==> config.mk <==
export PLATFORM = sky130hd
export DESIGN_NAME = stat_readback_flat
export DESIGN_NICKNAME = d
export VERILOG_FILES = /design/src/rtl/stat_readback_pkg.sv /design/src/rtl/stat_readback_if.sv /design/src/rtl/stat_readback_snap_reg32.sv /design/src/rtl/stat_readback.sv /design/src/flat_wrapper.sv
export SDC_FILE = /design/constraint.sdc
export NUM_CORES = 1
export LEC_CHECK = 0
export ABC_AREA = 1
export CORE_MARGIN = 4
export CORE_UTILIZATION = 38
export CTS_BUF_LIST = sky130_fd_sc_hd__clkbuf_4 sky130_fd_sc_hd__clkbuf_8
export DETAILED_ROUTE_END_ITERATION = 7
export PLACE_DENSITY_LB_ADDON = 0.25
export SLEW_MARGIN = 20
export SYNTH_ARGS = -nofsm -noshare
export SYNTH_HDL_FRONTEND = slang
export SYNTH_SLANG_ARGS = --single-unit
==> constraint.sdc <==
create_clock -name clk -period 1.6 [get_ports clk]
set_input_delay 0.32 -clock clk [delete_from_list [all_inputs] [get_ports clk]]
set_output_delay 0.32 -clock clk [all_outputs]
set_load 0.05 [all_outputs]
==> src/rtl/stat_readback_pkg.sv <==
// Shared types and helpers for the status read-back responder.
// Optional read-clear pulses are enabled by STAT_READBACK_READ_CLEAR_EN.
package stat_readback_pkg;

   localparam int IPB_DATA_W = 32;
   localparam int MAX_NREG   = 16;
   localparam int SEL_W      = 4;

   typedef enum logic [2:0] {
      IDLE,
      SNAP,
      ACK,
      ERR,
      WAIT
   } state_t;

   // Word k sits at bit offset 32*k, so the index shifted left by 5 is the base.
   function automatic logic [IPB_DATA_W-1:0] word_sel(
      input logic [MAX_NREG*IPB_DATA_W-1:0] vec,
      input logic [SEL_W-1:0]               idx
   );
      return vec[{idx, 5'd0} +: IPB_DATA_W];
   endfunction

endpackage

==> src/rtl/stat_readback_if.sv <==
// IPbus-style read/write handshake between the slave fabric and a register responder.
// Shared by every build, with or without STAT_READBACK_READ_CLEAR_EN.
interface stat_readback_if #(
   parameter int ADDR_W = 4
);
   import stat_readback_pkg::*;

   logic                  ipb_strobe;
   logic                  ipb_write;
   logic [ADDR_W-1:0]     ipb_addr;
   logic [IPB_DATA_W-1:0] ipb_rdata;
   logic                  ipb_ack;
   logic                  ipb_err;

   modport master (
      output ipb_strobe,
      output ipb_write,
      output ipb_addr,
      input  ipb_rdata,
      input  ipb_ack,
      input  ipb_err
   );

   modport slave (
      input  ipb_strobe,
      input  ipb_write,
      input  ipb_addr,
      output ipb_rdata,
      output ipb_ack,
      output ipb_err
   );

endinterface

==> src/rtl/stat_readback_snap_reg32.sv <==
// 32-bit snapshot register: all bits load together on one edge when capture is high.
// Used identically with or without STAT_READBACK_READ_CLEAR_EN.
module snap_reg32 (
   input  logic        clk,
   input  logic        reset_n,
   input  logic        capture,
   input  logic [31:0] d,
   output logic [31:0] q
);

   logic [31:0] q_reg;

   always_ff @(posedge clk or negedge reset_n) begin
      if (!reset_n) begin
         q_reg <= '0;
      end else if (capture) begin
         q_reg <= d;
      end
   end

   assign q = q_reg;

endmodule

==> src/rtl/stat_readback.sv <==
// Read-only responder: snapshots one of NREG live status words per IPbus read, rejects writes/out-of-range.
// Define STAT_READBACK_READ_CLEAR_EN to add the one-hot stat_clr pulse issued with each ack.
module stat_readback
   import stat_readback_pkg::*;
#(
   parameter int NREG   = 8,
   parameter int ADDR_W = 4
) (
   input  logic                       clk,
   input  logic                       reset_n,
   stat_readback_if.slave             ipb,
   input  logic [NREG*IPB_DATA_W-1:0] stat_in
`ifdef STAT_READBACK_READ_CLEAR_EN
   ,
   output logic [NREG-1:0]            stat_clr
`endif
);

   localparam logic [ADDR_W:0] NREG_LIM = (ADDR_W+1)'(NREG);

   state_t                  state_reg;
   state_t                  state_next;
   logic [ADDR_W-1:0]       addr_q_reg;
   logic                    addr_load;
   logic                    capture;
   logic                    addr_ok;
   logic                    ack_reg;
   logic                    err_reg;
   logic [IPB_DATA_W-1:0]   snap_word;
   logic [IPB_DATA_W-1:0]   rdata_q;
   logic [MAX_NREG*IPB_DATA_W-1:0] stat_ext;

   assign addr_ok = ({1'b0, ipb.ipb_addr} < NREG_LIM);

   always_comb begin
      state_next = state_reg;
      addr_load  = 1'b0;
      capture    = 1'b0;
      case (state_reg)
         IDLE: begin
            if (ipb.ipb_strobe) begin
               if (!ipb.ipb_write && addr_ok) begin
                  addr_load  = 1'b1;
                  state_next = SNAP;
               end else begin
                  state_next = ERR;
               end
            end
         end
         SNAP: begin
            if (ipb.ipb_strobe) begin
               capture    = 1'b1;
               state_next = ACK;
            end else begin
               state_next = IDLE;
            end
         end
         ACK:  state_next = WAIT;
         ERR:  state_next = WAIT;
         WAIT: begin
            if (!ipb.ipb_strobe) begin
               state_next = IDLE;
            end
         end
         default: state_next = IDLE;
      endcase
   end

   // ack/err are decoded from the state register one edge later so they leave the block from flops.
   always_ff @(posedge clk or negedge reset_n) begin
      if (!reset_n) begin
         state_reg  <= IDLE;
         addr_q_reg <= '0;
         ack_reg    <= 1'b0;
         err_reg    <= 1'b0;
      end else begin
         state_reg <= state_next;
         if (addr_load) begin
            addr_q_reg <= ipb.ipb_addr;
         end
         ack_reg <= (state_reg == ACK);
         err_reg <= (state_reg == ERR);
      end
   end

   assign stat_ext  = (MAX_NREG*IPB_DATA_W)'(stat_in);
   assign snap_word = word_sel(stat_ext, SEL_W'(addr_q_reg));

   snap_reg32 u_snap (
      .clk     (clk),
      .reset_n (reset_n),
      .capture (capture),
      .d       (snap_word),
      .q       (rdata_q)
   );

   assign ipb.ipb_rdata = rdata_q;
   assign ipb.ipb_ack   = ack_reg;
   assign ipb.ipb_err   = err_reg;

`ifdef STAT_READBACK_READ_CLEAR_EN
   logic [NREG-1:0] clr_next;
   logic [NREG-1:0] clr_reg;

   for (genvar gi = 0; gi < NREG; gi++) begin : g_clr
      assign clr_next[gi] = (state_reg == ACK) && (addr_q_reg == ADDR_W'(gi));
   end

   always_ff @(posedge clk or negedge reset_n) begin
      if (!reset_n) begin
         clr_reg <= '0;
      end else begin
         clr_reg <= clr_next;
      end
   end

   assign stat_clr = clr_reg;
`endif

endmodule

==> src/flat_wrapper.sv <==
// flat-port wrapper written by rule: the top's interface ports become plain ports
module stat_readback_flat import stat_readback_pkg::*;
#(
   parameter int NREG   = 8,
   parameter int ADDR_W = 4
)
  (clk, reset_n, stat_in, ipb_ipb_strobe, ipb_ipb_write, ipb_ipb_addr, ipb_ipb_rdata, ipb_ipb_ack, ipb_ipb_err);
  stat_readback_if #(.ADDR_W(ADDR_W)) ipb_i ();
  input  logic clk;
  input  logic reset_n;
  input  logic [NREG*IPB_DATA_W-1:0] stat_in;
  input wire logic [$bits(ipb_i.ipb_strobe)-1:0] ipb_ipb_strobe;
  input wire logic [$bits(ipb_i.ipb_write)-1:0] ipb_ipb_write;
  input wire logic [$bits(ipb_i.ipb_addr)-1:0] ipb_ipb_addr;
  output wire logic [$bits(ipb_i.ipb_rdata)-1:0] ipb_ipb_rdata;
  output wire logic [$bits(ipb_i.ipb_ack)-1:0] ipb_ipb_ack;
  output wire logic [$bits(ipb_i.ipb_err)-1:0] ipb_ipb_err;
  assign ipb_i.ipb_strobe = ipb_ipb_strobe;
  assign ipb_i.ipb_write = ipb_ipb_write;
  assign ipb_i.ipb_addr = ipb_ipb_addr;
  assign ipb_ipb_rdata = ipb_i.ipb_rdata;
  assign ipb_ipb_ack = ipb_i.ipb_ack;
  assign ipb_ipb_err = ipb_i.ipb_err;
  stat_readback #(.NREG(NREG), .ADDR_W(ADDR_W)) u_core (.clk(clk), .reset_n(reset_n), .ipb(ipb_i), .stat_in(stat_in));
endmodule
# --- Word-level counts from Yosys, hierarchy flattened ---
# Cells that the tools add are included.
# W data, S select, Z words.
op_classes:
  add_sub_neg: 0
  n_mul: 0
  div: 0
  n_lt_le_gt_ge: 1
  eq_ne: 6
  n_shift: 1
  n_mux: 10
  bitwise_logic: 0
  n_reduce_logical: 5
ops:
  columns: ["operator", "n"]
  rows:
  - ["$shiftx A512 B10 Y32", 1]
  - ["$pmux W3 S4", 1]
  - ["$eq A3 B2 Y1 const B", 2]
  - ["$mux W3", 2]
  - ["$mux W1", 5]
  - ["$lt A4 B4 Y1 const B", 1]
  - ["$mux W2", 2]
  - ["$ne A2 B2 Y1 const B", 2]
  - ["$eq A3 B1 Y1 const B", 1]
  - ["$eq A3 B3 Y1 const B", 1]
  - ["$logic_not A3 Y1", 1]
  - ["$reduce_and A2 Y1", 1]
  - ["$reduce_or A2 Y1", 1]
  - ["$logic_and A1 B1 Y1", 1]
  - ["$logic_not A1 Y1", 1]
word_totals:
  register_bits: 41
  latch_bits: 0
  ram_bits: 0
  romBits: 0
  inputBits: 264
  out_inout_bits: 34
  wordCells: 28
  memories: 0

# --- Logic depth before layout (Yosys ltp) ---
logic_depth:
  depth_word: 5
  ltp_mapped: 9
  mapped_depth_nobuf: 7

# --- Hierarchy ---
# A second synthesis with hierarchy kept.
unflattened:
  hier_cells: 1027
  area_unflattened_um2: 5093.6
by_module_without_submodules:
  columns: ["mod", "n_inst", "cells_per_inst", "area_per_inst_um2", "seq_area_each_um2"]
  rows:
  - ["stat_readback", 1, 891, 3801.1, 225.2]
  - ["snap_reg32", 1, 136, 1292.5, 800.8]

# --- Worst setup path before layout ---
# No wires, ideal clock.
synth_path:
  path_kind: "reg2reg"
  start: "register u_core.addr_q_reg[2]"
  end: "register u_core.u_snap.q_reg[0], in the netlist u_core.u_snap.q[0]"
  setup_time_ps: 118
  arrival_time_ps: 1072
  required_time_ps: 1482
  setup_slack_ps: 410
  path_stages_with_launch: 7
  path_buffers: 2
  period_less_slack_ps: 1190
  cell_sequence: "dfrtp_1 buf_2 inv_1 buf_1 nand3_1 nand3_1 nand2_1"
synth_between:
  elab_chain_cells: 1
synth_lines:
  columns: ["item", "line", "rtl"]
  rows:
  - ["from (decl)", "stat_readback.sv:23", "logic [ADDR_W-1:0] addr_q_reg;"]
  - ["from (signal assigned)", "stat_readback.sv:79", "addr_q_reg <= ipb.ipb_addr;"]
  - ["$shiftx A512 B10 Y32", "stat_readback_pkg.sv:22", "return vec[{idx, 5'd0} +: IPB_DATA_W];"]
  - ["to (signal assigned)", "stat_readback_snap_reg32.sv:15", "q_reg <= '0;"]
  - ["to (signal assigned)", "stat_readback_snap_reg32.sv:17", "q_reg <= d;"]
  - ["to (decl)", "stat_readback_snap_reg32.sv:11", "logic [31:0] q_reg;"]
# Every way passes these cells.
# A chain may end at the register's enable or synchronous reset.

# --- Worst setup path after layout ---
layout_path:
  start: "register u_core.addr_q_reg[0]"
  end: "register u_core.u_snap.q_reg[1], in the netlist u_core.u_snap.q[1]"
# Same word-level chain as after synthesis.

==> flow_metrics.tcl <==
set metrics [dict create \
    status "finished clean" \
    slowest_delay_ns 0.53 \
    power_frac_comb_pct 76.8 \
    dr.pass1.iters 4 \
    vias 6035 \
    num-fill-cells 1082 \
    hold_path.class "input pin to asynchronous set/reset pin" \
    start_util_pct 39.5 \
    ant_nets 0 \
    numPortBuffers 297 \
    power_w 0.0109 \
    largest_reg_flops 32 \
    cpLargestDelayFamily "flip-flops" \
    antenna_found_initial 0 \
    arrival_ns 1.67 \
    cts_tree "built" \
    cts.repair.resized 0 \
    crit_required_ns 1.79 \
    ys_seq_area_share_pct 22.5 \
    die_w_um 118 \
    met3WireLength_um 1590 \
    drt-met1-wl_um 6730 \
    leakage_nw 4.39 \
    drive_gt1_share_pct 6.11 \
    hold_viol_final 0 \
    r2r_slack_ns 0.12 \
    rsz0062_at_grt "false" \
    ys_async_sr_fraction_pct 100 \
    clock_sinks 41 \
    synth_top_area_cell "nand2_1" \
    clock_latency_ns 0.29 \
    fmax_mhz 675 \
    irDropWorstVdd_mv 0.774 \
    reg2reg_to "u_core.u_snap.q[1]$_DFFE_PN0P_" \
    cpMostUsedCell "nand3_1" \
    stdcell_area_um2 7810 \
    route.met2.wl_um 9500 \
    synth.top_cells.by_area "nand2_1, dfrtp_1, nand3_1, inv_1, buf_2" \
    cp_slowest_cell "dfrtp_4" \
    ys_seq_elements 41 \
    final_nets 1425 \
    path_cells "inv_4, buf_12, nand2_1, nand3_1, nand3_1, nand3_1, nand2_1" \
    worstPathMaxFanout 51 \
    die_y_um 118 \
    worst-slew-pin-transition_ns 0.671 \
    synth_top_area_share_pct 31.8 \
    diodes 0 \
    clkTransAtPathRegs_ns 0.08 \
    core_um2 11600 \
    yosys_warnings 0 \
    die_area_um2 13800 \
    pwr-share-seq_pct 17.0 \
    critPathLaunchType "register" \
    placed_area_um2 7730 \
    syn2layout_area_growth_pct 71.2 \
    skew_ns 0.00580 \
    synth.avg_cell_area_um2 5.12 \
    synth_top_family_by_area "simple AND/OR/NAND/NOR gates" \
    synth_xor_area_share_pct 0 \
    path_class "register to register" \
    core.rowCount 39 \
    synth_compound_area_share_pct 0.877 \
    synthesis.area_um2 4560 \
    synth_mux_area_share_pct 0 \
    maxCapViolCount 0 \
    dp_hpwl_um 14600 \
    synthDistinctLibCells 17 \
    grt_usage_pct 25.7 \
    p_per_area_nw_per_um2 1390 \
    io_pins 298 \
    synth_fp_nets 1156 \
    synthTopCellsByCount "nand2_1, inv_1, nand3_1" \
    drt-initial-drc-count 354 \
    drc 0 \
    min_period_ns 1.48 \
    grt-ovfl-total 0 \
    numCtsBuffers 5 \
    detail_route.wl_per_cell_um 14.1 \
    postCtsHoldBufs 0 \
    post_cts_buffers 0 \
    pwr-share-clk_pct 6.2 \
    setup_violations 0 \
    synth_edf_count 0 \
    vias_per_cell 4.62 \
    cp.depth 7 \
    reg2reg_depth 7 \
    yosysMostFrequentCell "nand2_1" \
    first_global_vias 5763 \
    setup_tns_ns 0 \
    power.internal_w 0.00496 \
    syn_inst 892 \
    timing.final.crit_share_pct 92.6 \
    ys.flop_type "dfrtp_1" \
    clockBufferDepth 2 \
    gp_congestion 0.824 \
    postLayoutCoreUtil_pct 67.6 \
    cts_root_buf "clkbuf_8" \
    relSlewSlack_pct 55.3 \
    post-place-ws_ns 0.0105 \
    grt_max_degree 76 \
    slew_violations 0 \
    path_buf_inv 2 \
    synth-simple-area-share_pct 54.1 \
    end_kind "register" \
    power_switching_w 0.00592 \
    synth_fa_ha_area_share_pct 0 \
    wl_um 18400 \
    swShare_pct 54.4 \
    dr.max_layer_used "met4" \
    fin_ws_ns 0.119 \
    htreeDepth 2 \
    r2r-start "u_core.addr_q_reg[0]$_DFFE_PN0P_" \
    grt_first_pass_wirelength_um 29200 \
]
==> metal layers <==
| layer | GRT usage, % | vias up |
|---|---|---|
| met5 | 0 | - |
| met4 | 7.62 | 0 |
| met3 | 7.50 | 30 |
| li1 | - | 3163 |
| met2 | 48.2 | 241 |
| met1 | 27.9 | 2601 |
==> cells by family (layout without fill, tap and decap cells) <==
group	after synthesis	in the layout
compound gates	7	7
buf+inv	254	524
flops	41	41
simple gates	590	590
==> through the flow <==
stage          instances  hold slack (ns)
6_report            1305           0.0587
5_1_grt             1305            0.108
4_1_cts             1305           0.0769
3_5_place_dp        1297            0.395
3_3_place_gp        1297            0.395
2_1_floorplan        892           0.0244
==> power by group through the flow <==
stage               Sequential (W)  Clock, W  Combinational (W)
floorplan                  0.00304         0            0.00403
global placement           0.00187         0            0.00837
detailed placement         0.00186         0            0.00845
CTS                        0.00185  0.000687            0.00846
global route               0.00191  0.000740            0.00915
finish                     0.00185  0.000670            0.00835
==> area by class of cell <==
type	count	area [um^2]	share of cell area, %
clock buffer	5	68.8	0.881
clock inverter	3	17.5	0.224
inverter	199	749	9.59
multi-input combinational	597	2510	32.1
sequential	41	1030	13.2
tap	143	179	2.29
timing repair buffer	317	3260	41.7
==> worst max path at each step <==
stage / startpoint / endpoint / slack [ns]
4_1_cts: u_core.addr_q_reg[0]$_DFFE_PN0P_ / u_core.u_snap.q[1]$_DFFE_PN0P_ / 0.12
3_3_place_gp: ipb_ipb_strobe / u_core.u_snap.q[21]$_DFFE_PN0P_ / 0.06
5_1_grt: u_core.addr_q_reg[0]$_DFFE_PN0P_ / u_core.u_snap.q[21]$_DFFE_PN0P_ / 0.001
6_report: u_core.addr_q_reg[0]$_DFFE_PN0P_ / u_core.u_snap.q[1]$_DFFE_PN0P_ / 0.12
2_1_floorplan: u_core.addr_q_reg[2]$_DFFE_PN0P_ / u_core.u_snap.q[0]$_DFFE_PN0P_ / 0.41
3_5_place_dp: ipb_ipb_strobe / u_core.u_snap.q[7]$_DFFE_PN0P_ / 0.01
==> cell usage in the layout (no fill, tap or decap), drive strengths merged <==
master	count
nand2	387
clkdlybuf4s50	262
inv	199
nand3	193
buf	55
dfrtp	41
nor2	8
clkbuf	5
a21oi	4
clkinv	2
nand4	1
or2	1
o21ai	1
o31ai	1
a21boi	1
clkinvlp	1
Note: power is estimated with default switching activity, not from simulation.
